`config.mk`:
```
export PLATFORM = sky130hd
export DESIGN_NAME = fir_mem_stream_reader
export DESIGN_NICKNAME = d
export VERILOG_FILES = /design/src/rtl/fir_mem_stream_reader.sv
export SDC_FILE = /design/constraint.sdc
export NUM_CORES = 1
export LEC_CHECK = 0
export CORE_UTILIZATION = 48
export DETAILED_ROUTE_END_ITERATION = 12
export PLACE_DENSITY = 0.76
export SLEW_MARGIN = 20
export SYNTH_ARGS = -nofsm -noshare
export SYNTH_HDL_FRONTEND = slang
export SYNTH_SLANG_ARGS = --single-unit
```
`constraint.sdc`:
```
create_clock -name clk -period 3.5 [get_ports clk]
set_clock_uncertainty 0.15 [all_clocks]
set_input_delay 0.35 -clock clk [delete_from_list [all_inputs] [get_ports clk]]
set_output_delay 0.35 -clock clk [all_outputs]
set_load 0.02 [all_outputs]
```
`src/rtl/fir_mem_stream_reader.sv`:
```
// fir_mem_stream_reader
//    Drains a block of 64-bit words from port 2 of the FIR sample memory and
//    emits them as a 16-bit Avalon-ST sample stream. Lane 0 (bits 15:0) goes first.
//
// Ports
//    clk, reset_n            clock; synchronous active-low reset
//    start, abort            one-cycle start pulse (IDLE only); level abort (RUN/DRAIN)
//    base_addr, length       first word address and word count, captured on start
//    busy, done              not-IDLE flag; one-cycle completion pulse
//    mem_*                   memory port 2 (address registered in the memory, data not)
//    out_data/valid/ready    sample stream
//    out_sop, out_eop        first / last sample of the block
//    stall_cnt               cycles with out_valid & !out_ready (FIR_STREAM_STALL_CNT_EN only)
//
// Optional feature macro: FIR_STREAM_STALL_CNT_EN
//
// state | meaning
// IDLE  | waiting for start
// RUN   | issuing reads, streaming samples
// DRAIN | all reads issued, emptying the word buffer
// DONE  | one-cycle completion pulse
module fir_mem_stream_reader #(
   parameter int BASE_W     = 14,
   parameter int LEN_W      = 15,
   parameter int FIFO_DEPTH = 2
) (
   input  logic              clk,
   input  logic              reset_n,
   input  logic              start,
   input  logic              abort,
   input  logic [BASE_W-1:0] base_addr,
   input  logic [LEN_W-1:0]  length,
   output logic              busy,
   output logic              done,
   output logic [BASE_W-1:0] mem_address,
   output logic              mem_chipselect,
   output logic              mem_write,
   output logic [7:0]        mem_byteenable,
   output logic              mem_clken,
   input  logic [63:0]       mem_readdata,
   output logic [15:0]       out_data,
   output logic              out_valid,
   input  logic              out_ready,
   output logic              out_sop,
   output logic              out_eop
`ifdef FIR_STREAM_STALL_CNT_EN
   ,output logic [31:0]      stall_cnt
`endif
);

   localparam int PTR_W = (FIFO_DEPTH > 1) ? $clog2(FIFO_DEPTH) : 1;
   localparam int CNT_W = $clog2(FIFO_DEPTH + 1);

   typedef enum logic [1:0] {S_IDLE, S_RUN, S_DRAIN, S_DONE} state_t;

   state_t            state_q, state_d;
   logic [BASE_W-1:0] addr_q, addr_d;
   logic [LEN_W-1:0]  len_q, len_d;
   logic [LEN_W-1:0]  issued_q, issued_d;
   logic [LEN_W-1:0]  words_q, words_d;
   logic [1:0]        lane_q, lane_d;
   logic              inflight_q, inflight_d;
   logic [PTR_W-1:0]  wr_ptr_q, wr_ptr_d, rd_ptr_q, rd_ptr_d;
   logic [CNT_W-1:0]  count_q, count_d;
   logic [63:0]       fifo_q [FIFO_DEPTH];
   logic [63:0]       fifo_d [FIFO_DEPTH];

   logic        hs, pop, push, issue, abort_act, last_word, final_hs;
   logic [63:0] head;

   function automatic logic [PTR_W-1:0] ptr_inc(input logic [PTR_W-1:0] p);
      return (p == PTR_W'(FIFO_DEPTH - 1)) ? '0 : p + PTR_W'(1);
   endfunction

   // Reads in flight count against the buffer so a returning word always has a slot.
   assign issue     = (state_q == S_RUN) && !abort &&
                      ((int'(count_q) + int'(inflight_q)) < FIFO_DEPTH);
   assign out_valid = (count_q != '0);
   assign hs        = out_valid && out_ready;
   assign pop       = hs && (lane_q == 2'd3);
   assign push      = inflight_q;
   assign abort_act = abort && ((state_q == S_RUN) || (state_q == S_DRAIN));
   assign last_word = (words_q == (len_q - LEN_W'(1)));
   assign final_hs  = pop && last_word;
   assign head      = fifo_q[rd_ptr_q];

   always_comb begin
      state_d    = state_q;
      addr_d     = addr_q;
      len_d      = len_q;
      issued_d   = issued_q;
      words_d    = words_q;
      lane_d     = lane_q;
      inflight_d = 1'b0;
      wr_ptr_d   = wr_ptr_q;
      rd_ptr_d   = rd_ptr_q;
      count_d    = count_q;
      fifo_d     = fifo_q;

      case (state_q)
         S_IDLE: begin
            if (start) begin
               addr_d   = base_addr;
               len_d    = length;
               issued_d = '0;
               words_d  = '0;
               lane_d   = 2'd0;
               state_d  = (length == '0) ? S_DONE : S_RUN;
            end
         end
         S_RUN: begin
            if (issue && ((issued_q + LEN_W'(1)) == len_q)) state_d = S_DRAIN;
         end
         S_DRAIN: begin
            if (final_hs) state_d = S_DONE;
         end
         default: state_d = S_IDLE;
      endcase

      if (issue) begin
         addr_d     = addr_q + BASE_W'(1);
         issued_d   = issued_q + LEN_W'(1);
         inflight_d = 1'b1;
      end
      if (push) begin
         fifo_d[wr_ptr_q] = mem_readdata;
         wr_ptr_d         = ptr_inc(wr_ptr_q);
      end
      if (hs) lane_d = lane_q + 2'd1;
      if (pop) begin
         rd_ptr_d = ptr_inc(rd_ptr_q);
         words_d  = words_q + LEN_W'(1);
      end
      if (push && !pop)      count_d = count_q + CNT_W'(1);
      else if (pop && !push) count_d = count_q - CNT_W'(1);

      // Abort takes priority over everything, including a coincident final handshake.
      if (abort_act) begin
         state_d    = S_IDLE;
         inflight_d = 1'b0;
         count_d    = '0;
         wr_ptr_d   = '0;
         rd_ptr_d   = '0;
         lane_d     = 2'd0;
      end
   end

   always_ff @(posedge clk) begin
      if (!reset_n) begin
         state_q    <= S_IDLE;
         addr_q     <= '0;
         len_q      <= '0;
         issued_q   <= '0;
         words_q    <= '0;
         lane_q     <= 2'd0;
         inflight_q <= 1'b0;
         wr_ptr_q   <= '0;
         rd_ptr_q   <= '0;
         count_q    <= '0;
         for (int i = 0; i < FIFO_DEPTH; i++) fifo_q[i] <= '0;
      end else begin
         state_q    <= state_d;
         addr_q     <= addr_d;
         len_q      <= len_d;
         issued_q   <= issued_d;
         words_q    <= words_d;
         lane_q     <= lane_d;
         inflight_q <= inflight_d;
         wr_ptr_q   <= wr_ptr_d;
         rd_ptr_q   <= rd_ptr_d;
         count_q    <= count_d;
         fifo_q     <= fifo_d;
      end
   end

   always_comb begin
      out_data = 16'h0000;
      if (out_valid) begin
         case (lane_q)
            2'd0:    out_data = head[15:0];
            2'd1:    out_data = head[31:16];
            2'd2:    out_data = head[47:32];
            default: out_data = head[63:48];
         endcase
      end
   end

   assign out_sop        = out_valid && (lane_q == 2'd0) && (words_q == '0);
   assign out_eop        = out_valid && (lane_q == 2'd3) && last_word;
   assign busy           = (state_q != S_IDLE);
   assign done           = (state_q == S_DONE);
   assign mem_address    = addr_q;
   assign mem_chipselect = issue;
   assign mem_write      = 1'b0;
   assign mem_byteenable = 8'hFF;
   assign mem_clken      = 1'b1;

`ifdef FIR_STREAM_STALL_CNT_EN
   logic [31:0] stall_cnt_q, stall_cnt_d;

   always_comb begin
      stall_cnt_d = stall_cnt_q;
      if ((state_q == S_IDLE) && start)
         stall_cnt_d = '0;
      else if (out_valid && !out_ready && (stall_cnt_q != 32'hFFFF_FFFF))
         stall_cnt_d = stall_cnt_q + 32'd1;
   end

   always_ff @(posedge clk) begin
      if (!reset_n) stall_cnt_q <= '0;
      else          stall_cnt_q <= stall_cnt_d;
   end

   assign stall_cnt = stall_cnt_q;
`endif

endmodule
```
; After elaboration in Yosys (flattened, before gate mapping)
; Index checks and enable logic that the tools add are counted.
[op_classes]
add_sub_neg = 10
mul = 0
n_div = 0
order_cmp = 4
n_eq_ne = 11
shift = 0
mux = 28
bitwise_logic = 3
reduce_logical = 37
[ops]
columns = op, count
row1 = 64-bit 2-to-1 mux, 4
row2 = 128-bit bitwise mux, 1
row3 = 64-bit demux with 1-bit select, 1
row4 = 15-bit 2-to-1 mux, 4
row5 = 16-bit case mux with 3 select lines, 1
row6 = 14-bit 2-to-1 mux, 3
row7 = "15-bit by 1-bit adder with 15-bit output, second input constant", 2
row8 = 15-bit == test, 2
row9 = 15-bit logical NOT, 2
row10 = 2-bit 2-to-1 mux, 9
row11 = 2-bit nonzero test, 9
row12 = 16-bit 2-to-1 mux, 1
row13 = "15-bit by 1-bit subtractor with 15-bit output, second input constant", 1
row14 = "14-bit by 1-bit adder with 14-bit output, second input constant", 1
row15 = 1-bit logical AND, 14
row16 = "2-bit == test, second input constant", 4
row17 = 2-bit AND reduction, 4
row18 = 2-bit case mux with 3 select lines, 1
row19 = "2-bit by 1-bit adder with 2-bit output, second input constant", 2
row20 = "2-bit by 1-bit == test with 1-bit output, second input constant", 2
row21 = "2-bit >= comparator, second input constant", 2
row22 = 2-bit logical NOT, 2
row23 = "2-bit inequality test, second input constant", 2
row24 = 1-bit NOT with 2-bit output, 2
row25 = 12 further kinds, 17
[totals]
register_bits = 196
latch_bits = 0
ramBits = 0
mem_bits_ro = 0
inputBits = 98
output_inout_bits = 46
wordCells = 105
n_memories = 0

; Longest topological paths before layout
; Gate-level depths: netlist of the first run.
[depth]
ltp_word = 6
ltp_mapped = 12

; Worst setup path before layout of the first run
; OpenSTA, ideal clock, no wires.
[synth_path]
path_kind = reg-to-reg
from = reg len_q[0]
to = reg state_q[1]
arrival_ns = 2.404
t_required_ns = 3.227
setup_slack_ns = 0.823
stages_incl_launch_ff = 12
n_path_buf = 1
synth_period_minus_slack_ns = 2.677
path_cell_list = dfxtp_1 > clkbuf_1 > inv_1 > ha_1 > nor2b_1 > or3_1 > a31oi_1 > and4_1 > o2111a_1 > nand3_1 > a221oi_2 > mux2_1
[synth_between]
elab_chain_cells = 5
[synth_lines]
columns = element, line
row1 = start: declaration, 58  ; logic [LEN_W-1:0] len_q, len_d;
row2 = start signal: assignment, 164  ; len_q <= len_d;
row3 = 15-bit by 1-bit subtractor with 15-bit output, 83  ; assign last_word = (words_q == (len_q - LEN_W'(1)));
row4 = 15-bit == test, 83
row5 = 1-bit logical AND, 84  ; assign final_hs = pop && last_word;
row6 = 2-bit inequality test (no source line), --
row7 = 3-bit AND reduction (no source line) *, --
row8 = end signal: assignment, 162  ; state_q <= state_d;
row9 = end: declaration, 56  ; state_t state_q, state_d;
; Every way passes the cells marked *; elsewhere a longest branch is shown, timed or not.
; A chain may end at the register's enable or synchronous reset.

; Worst setup path after layout of the first run
[layout_path]
from = reg lane_q[1]
to = out out_data[12]
[layout_between]
elab_chain_cells = 3
[layout_lines]
columns = element, line
row1 = start: declaration, 61  ; logic [1:0] lane_q, lane_d;
row2 = start signal: assignment, 167  ; lane_q <= lane_d;
row3 = 2-bit == test (tied with other cells), 179  ; case (lane_q)
row4 = 16-bit case mux with 3 select lines *, 179
row5 = 16-bit 2-to-1 mux *, 178  ; if (out_valid) begin
row6 = end: declaration, 41  ; output logic [15:0] out_data,
; Marks and branches as above.

==> metrics.md, run 1 <==
| Metric | Value |
|---|---|
| Status | `finished, final reports clean` |
| Tot Pwr | `slightly above 0.006 W` |
| Commonest non-fill, non-tap cell in the layout | `nand2_1` |
| Routability cong. | `between 0.8 and 0.9` |
| Mean Syn Cell Area | `about 8 sq um` |
| Clk pwr share | `between 30% and 40%` |
| Max Cap Viol | `0` |
| Die span in x | `around 150 um` |
| Final Hold Fails | `0` |
| Antenna fix cells | `0` |
| Vias | `~9.1k` |
| Height of the die | `around 150 um` |
| Gr usage total | `25.34%` |
| Final slew viol count | `0` |
| Filler cell count | `1779` |
| Die ar. | `between 0.02 and 0.025 sq mm` |
| Static Leak | `between 4 and 5 nW` |
| Syn. warnings | `0` |
| Hold WC Path Type | `in2reg` |
| Clock transition at path regs | `about 0.080 ns` |
| Register-to-Register Path Depth | `8` |
| Hold path cells | `3` |
| First-pass iteration count of the detailed router | `5` |
| Maximum clock rate | `~290 MHz` |
| Critical path endpoint category | `output pin` |
| HPWL after detailed placement | `about 18 mm` |
| Sw frac | `33.58%` |
| Power Dens Cells | `about 500 mW/mm^2` |
| RSZ-0062 raised after global routing | `no` |
| I/O Buffers | `around 130` |
| Antenna-violating nets left | `0` |
| Placement Rows | `52` |
| Initial DRC count | `around 720` |
| Worst reg2reg endpoint | `state_q[1]$_SDFFE_PP0P_` |
| Minimum clock period | `approximately 3.4 ns` |
| Post-CTS Hold Buffers | `0` |
| Root Driver | `clkbuf_16` |
| Hold_sp | `reset_n` |
| GRT overflow | `0` |
| Slew @ Worst Pin | `around 0.92 ns` |
| P&R area growth vs syn | `20.76%` |
| Hold path endpoint | `mem_address[0]$_SDFFE_PN0P_` |
| Reg2reg setup slack | `between 0.4 and 0.5 ns` |
| Seq. cell area | `0.003925 sq mm` |
| Core box area | `between 0.02 and 0.025 sq mm` |
| Mapped Cells | `around 1.3k` |
| EDFF count, synth | `0` |
| Area of the multi-input gates | `about 0.0056 sq mm` |
| VDD IR-drop max | `0.3579 mV` |
| Slew Limit Headroom | `between 30% and 40%` |
| I/O Pins | `about 140` |
| First-pass GRT wire length | `44.06 mm` |
| Reg power frac | `about two fifths` |
| WHS | `about 0.24 ns` |
| Initial antenna violation count | `1` |
| Place WS | `~0.35 ns` |
| Total negative slack | `0 ns` |
| Kind of critical path | `reg2out` |
| Main synth FF type | `dfxtp_1` |
| CTS tree | `built` |
| Drt total wl | `~27 mm` |
| Cell Area, Synth | `between 0.01 and 0.015 sq mm` |
| Finish-stage setup viols | `0` |
| Critical R2R Launch | `issued_q[2]$_SDFFE_PN0P_` |
| Int Power | `slightly above 0.004 W` |
| Most frequent cells in the layout | `344 x nand2_1, 195 x dfxtp_1, 150 x a21boi_0` |
| Num Clock Sinks | `196` |
| Clock Tree Buf Depth | `2` |
| P_sw | `0.002074 W` |
| Crit path setup slack, layout | `around 0.09 ns` |
| DR WL/cell | `around 17 um` |
| Layout Nets | `roughly 1.5k` |
| Final worst-path cycle share | `around 97%` |
| Initial Util | `between 40 and 50%` |
| Layout cell share with drive strength beyond 1 | `7.016%` |
| Largest net degree at the start of global routing | `between 100 and 150` |
| Sequential element share of the synthesized area | `between 30% and 40%` |
| Via-to-Cell Ratio | `~5.6` |
| Worst Path Max Fanout | `32` |
| Ys async rst share | `0%` |
| CP required | `roughly 3 ns` |
| CTS Buf Count | `17` |
| H-tree levels | `4` |
| Logic gate share of total power | `26.2%` |
| Crit start category | `register` |
| Distinct cells, synth | `71` |
| Crit path DAT | `2.91 ns` |
| Worst skew pair latency | `0.43 ns` |
| Flops & latches, synth | `roughly 200` |
| Number of global-route vias before repair | `approximately 8.7k` |
| # DRC | `0` |
[worst max-delay path, cell delays in order (launching register included)]
cell             delay, ns
dfxtp_1               0.36
inv_1                 0.09
ha_1                  0.14
buf_4                 0.37
a222oi_1              0.16
mux4_2                0.48
nor2_1                0.23
clkdlybuf4s50_1       0.65
[metal layers]
metal | track usage (%) | share of wire (%) | up-vias
li1 | - | - | 4482
met1 | 33.16 | 45 | 4302
met5 | 0 | 0.048 | -
met3 | 5.248 | 5.4 | 57
met4 | 10.57 | 2.9 | 2
met2 | 40.54 | 46 | 302
[area by class of cell]
cell class / count / area share, %
multi-input cells: 917 / 45.91
flip-flops and latches: 196 / 32.07
repair buffers: 157 / 12.65
clock buffers: 17 / 3.475
well taps: 270 / 2.760
inverters: 52 / 1.595
clock inverters: 15 / 1.543
[cells in the mapped netlist, types with 3 or more instances]
| cell | instances | area, sq um |
|---|---|---|
| nand2_1 | 345 | 1295 |
| dfxtp_1 | 196 | 3924 |
| a21boi_0 | 150 | 1126 |
| clkbuf_1 | 72 | 270.3 |
| nor2_1 | 51 | 191.4 |
| inv_1 | 50 | 187.7 |
| o21ai_0 | 35 | 175.2 |
| a222oi_1 | 32 | 320.3 |
| xnor2_1 | 28 | 245.2 |
| nand3_1 | 26 | 130.1 |
| a21oi_1 | 20 | 100.1 |
| nor3_1 | 19 | 95.09 |
| and3_1 | 17 | 106.4 |
| nor2b_1 | 17 | 106.4 |
| mux4_2 | 16 | 360.4 |
| and2_1 | 15 | 93.84 |
| ha_1 | 15 | 187.7 |
| xor2_1 | 13 | 113.9 |
| nor4_1 | 12 | 75.07 |
| buf_4 | 11 | 82.58 |
| buf_1 | 9 | 33.78 |
| a211oi_1 | 7 | 52.55 |
| buf_2 | 6 | 30.03 |
| nand4_1 | 6 | 37.54 |
| a22oi_1 | 5 | 37.54 |
| a31oi_1 | 5 | 31.28 |
| mux2i_1 | 5 | 50.05 |
| o211ai_1 | 5 | 37.54 |
| a221oi_1 | 4 | 35.03 |
| or3_1 | 4 | 25.02 |
| and3b_1 | 3 | 26.28 |
| buf_6 | 3 | 33.78 |
| nand2b_1 | 3 | 18.77 |
| o211a_1 | 3 | 30.03 |
[worst max-delay path by stage]
| stage | start | end | slack (ns) | cells past startpoint |
|---|---|---|---|---|
| final | lane_q[1]$_SDFFE_PP0P_ | out_data[12] | 0.09 | 7 |
| after global routing | lane_q[0]$_SDFFE_PP0P_ | out_data[6] | 0.02 | 6 |
| after global placement | len_q[7]$_SDFFE_PN0P_ | out_eop | 0.44 | 7 |
| after CTS | lane_q[0]$_SDFFE_PP0P_ | out_data[12] | 0.06 | 7 |
| after floorplan | len_q[0]$_SDFFE_PN0P_ | state_q[1]$_SDFFE_PP0P_ | 0.82 | 11 |
| after detailed placement | len_q[7]$_SDFFE_PN0P_ | out_eop | 0.35 | 7 |
[per-stage QoR]
stage                     instance area (sq um)  std cells  utilization, %
after floorplan                           10170       1266               -
after global placement                    11610       1591           56.63
after detailed placement                  11610       1591           56.63
after CTS                                 12240       1624           59.71
after global routing                      12240       1624           59.73
final                                     12240       1624           59.73
[cells by family (layout without fill, tap and decap cells)]
group,after synthesis,after routing,synth area share (%)
adder cells (fa/ha/maj),15,15,1.852
XOR/XNOR,41,41,3.543
other,2,10,0.07409
AO/OA/AOI/OAI,288,288,21.32
multiplexers,22,22,4.160
AND/OR/NAND/NOR,541,541,23.97
flip-flops,196,196,38.71
buffers and inverters,153,241,6.370
[registers in the layout, indices dropped and copies added, names as in the netlist]
name / flops
mem_address: 14
issued_q: 15
fifo_q: 128
lane_q: 2
rd_ptr_q: 1
state_q: 2
inflight_q: 1
wr_ptr_q: 1
count_q: 2
len_q: 15
words_q: 15
[what timing repair did]
| action | in CTS | in global routing |
|---|---|---|
| buffers inserted | 1 | 0 |
| pin swaps | 1 | 0 |
| endpoints found under the setup margin | 1 | 10 |
| resized for setup | 3 | 1 |
[power groups by stage]
stage	Sequential, W	Clock (W)	Combinational [W]
final	0.00255	0.00200	0.00162
after global placement	0.00259	0	0.00157
after global routing	0.00257	0.00212	0.00178
after CTS	0.00255	0.00203	0.00161
after floorplan	0.00257	0	0.00102
after detailed placement	0.00260	0	0.00159
Power figures use the tool's default switching activity.
==> run 2, diff against run 1 <==
--- a/config.mk
+++ b/config.mk
@@ -5,6 +5,7 @@
 export SDC_FILE = /design/constraint.sdc
 export NUM_CORES = 1
 export LEC_CHECK = 0
+export CAP_MARGIN = 30
 export CORE_UTILIZATION = 48
 export DETAILED_ROUTE_END_ITERATION = 12
 export PLACE_DENSITY = 0.76
==> results of run 2 <==
Same layout as run 1: the final DEF is identical, and so are final timing and power.
==> run 3, diff against run 2 <==
--- a/config.mk
+++ b/config.mk
@@ -8,6 +8,7 @@
 export CAP_MARGIN = 30
 export CORE_UTILIZATION = 48
 export DETAILED_ROUTE_END_ITERATION = 12
+export GPL_ROUTABILITY_DRIVEN = 0
 export PLACE_DENSITY = 0.76
 export SLEW_MARGIN = 20
 export SYNTH_ARGS = -nofsm -noshare
==> constraint.sdc (replaced) <==
create_clock -name clk -period 3.6 [get_ports clk]
set_clock_uncertainty 0.15 [all_clocks]
set_input_delay 0.36 -clock clk [delete_from_list [all_inputs] [get_ports clk]]
set_output_delay 0.36 -clock clk [all_outputs]
set_load 0.02 [all_outputs]
==> metrics.md, run 3 (synthesized netlist as in run 1, its figures left out) <==
| Metric | Value |
|---|---|
| Worst Path Max Fanout | `32 (unchanged)` |
| Clock Tree Buf Depth | `2 (unchanged)` |
| Critical path endpoint category | `output pin (unchanged)` |
| Largest delay share family, worst path | `buffers and inverters (unchanged)` |
| # DRC | `0 (unchanged)` |
| Initial DRC count | `915 (was 722)` |
| Vias | `9066 (was 9145)` |
| Crit path DAT | `2.99 ns (was 2.91 ns)` |
| Gr usage total | `24.62% (was 25.34%)` |
| Post-CTS setup buffer count | `0 (was 1)` |
| Crit-path slowest cell | `clkdlybuf4s50_1 (unchanged)` |
| Largest register FFs | `128 (unchanged)` |
| First-pass iteration count of the detailed router | `8 (was 5)` |
| Slew Limit Headroom | `43.32% (was 38.76%)` |
| Final slew viol count | `0 (unchanged)` |
| Final worst-path cycle share | `97.29%` |
| Hold WC Path Type | `in2reg (unchanged)` |
| Number of global-route vias before repair | `8484 (was 8739)` |
| Layout Nets | `1448 (was 1454)` |
| Commonest non-fill, non-tap cell in the layout | `nand2_1 (unchanged)` |
| Antenna-violating nets left | `0 (unchanged)` |
| H-tree levels | `4 (unchanged)` |
| Placement Rows | `52 (unchanged)` |
| Finish-stage setup viols | `0 (unchanged)` |
| Power Dens Cells | `488.6 mW/mm^2 (was 504.5 mW/mm^2)` |
| Worst path max stage delay | `0.65 ns (about the same)` |
| GRT overflow | `0 (unchanged)` |
| Kind of critical path | `reg2out (unchanged)` |
| Drt total wl | `26.49 mm (was 26.88 mm)` |
| VDD IR-drop max | `0.3417 mV (was 0.3579 mV)` |
| P&R area growth vs syn | `20.02% (was 20.76%)` |
| Worst path cell trace | `inv_1 > ha_1 > buf_4 > a222oi_1 > mux4_2 > nor2_1 > clkdlybuf4s50_1 (unchanged)` |
| Most frequent cells in the layout | `344 x nand2_1, 195 x dfxtp_1, 150 x a21boi_0 (unchanged)` |
| WHS | `0.09328 ns (was 0.2406 ns)` |
| Maximum clock rate | `between 200 and 300 MHz` |
| HPWL after detailed placement | `17.85 mm (was 18.24 mm)` |
| Reg with most FFs | `fifo_q (unchanged)` |
| CTS Buf Count | `17 (unchanged)` |
| Num Clock Sinks | `196 (unchanged)` |
| Die span in x | `147.3 um (unchanged)` |
| CTS tree | `built (unchanged)` |
| Antenna fix cells | `0 (unchanged)` |
| Die ar. | `0.02170 sq mm (unchanged)` |
| Slew @ Worst Pin | `0.8493 ns (was 0.9176 ns)` |
| Clock transition at path regs | `0.08 ns (about the same)` |
| Total negative slack | `0 ns (unchanged)` |
| Root Driver | `clkbuf_16 (unchanged)` |
| Max Cap Viol | `0 (unchanged)` |
| Crit start category | `register (unchanged)` |
| Core box area | `0.02049 sq mm (unchanged)` |
| I/O Buffers | `133 (unchanged)` |
| Buf/Inv on CP | `3 (unchanged)` |
| Minimum clock period | `about 3.5 ns` |
| Height of the die | `147.3 um (unchanged)` |
| Static Leak | `4.082 nW (was 4.131 nW)` |
| CP required | `3.09 ns (was 3.00 ns)` |
| DR WL/cell | `16.37 um (was 16.55 um)` |
| First-pass GRT wire length | `42.82 mm (was 44.06 mm)` |
| Layout cell share with drive strength beyond 1 | `6.677% (was 7.016%)` |
| RSZ-0062 raised after global routing | `no (unchanged)` |
| Status | `finished, final reports clean (unchanged)` |
| I/O Pins | `144 (unchanged)` |
| Final Hold Fails | `0 (unchanged)` |
| Largest net degree at the start of global routing | `93 (was 125)` |
| Initial Util | `49.46% (unchanged)` |
| Via-to-Cell Ratio | `5.603 (was 5.631)` |
| Worst skew pair latency | `0.44 ns (was 0.43 ns)` |
| Initial antenna violation count | `1 (unchanged)` |
-- run 3: path summary, 6_finish.rpt --
path | to | slack, ns | start | depth (start not counted)
worst max-delay path | out_data[12] | 0.1 | lane_q[0]$_SDFFE_PP0P_ | 7
worst min-delay path | mem_address[0]$_SDFFE_PN0P_ | 0.09 | reset_n | 3
worst max register to register | words_q[12]$_SDFFE_PN0P_ | 0.44 | count_q[0]$_SDFFE_PP0P_ | 11
worst min register to register | fifo_q[55]$_SDFFE_PN0P_ | 0.32 | fifo_q[55]$_SDFFE_PN0P_ | 2
-- run 3: area by class of cell --
type / count / area, sq um
sequential: 196 / 3925
multi-input combinational: 917 / 5613
tap: 270 / 337.8
inverter: 52 / 195.2
clock inverter: 15 / 181.4
clock buffer: 17 / 425.4
fill: 1835 / 8329
timing repair buffer: 151 / 1488
-- run 3: repair_timing --
| item | in CTS | in global routing |
|---|---|---|
| endpoints found under the hold margin | 0 | 0 |
| resized for setup | 3 | 0 |
| setup endpoints to repair | 1 | 0 |
| hold buffers | 0 | 0 |
-- run 3: per-layer routing --
metal / vias up / wire length, um / global-route usage, %
met5: - / 14 / 0
li1: 4456 / - / -
met3: 32 / 1475 / 4.658
met4: 2 / 411 / 7.732
met1: 4319 / 12040 / 32.84
met2: 257 / 12550 / 40.14
-- run 3: per-stage QoR --
step / setup slack, ns / utilization [%] / area [sq um] / power (W) / instances
after CTS: 0.1068 / 59.36 / 12170 / 0.005964 / 1618
final: 0.09746 / 59.36 / 12170 / 0.005944 / 1618
after global placement: 0.3416 / 56.39 / 11560 / 0.004024 / 1586
after floorplan: 0.9230 / - / 10170 / 0.003497 / 1266
after detailed placement: 0.2962 / 56.39 / 11560 / 0.004049 / 1586
after global routing: 0.03587 / 59.36 / 12170 / 0.006234 / 1618
-- run 3: worst register-to-register path, stage by stage (launching register included) --
cell and delay (ns):
dfxtp_1 0.36, nor2_2 0.67, inv_2 0.17, and3_1 0.35
inv_2 0.27, nor2_1 0.10, and3_1 0.21, and3_1 0.20
and3_1 0.22, nand3_1 0.11, mux2i_1 0.18, and2_1 0.13
-- run 3: report_power, final --
part           switching, W  internal [W]
combinational      0.000903      0.000646
clock              0.000971      0.000948
sequential         0.000168       0.00231
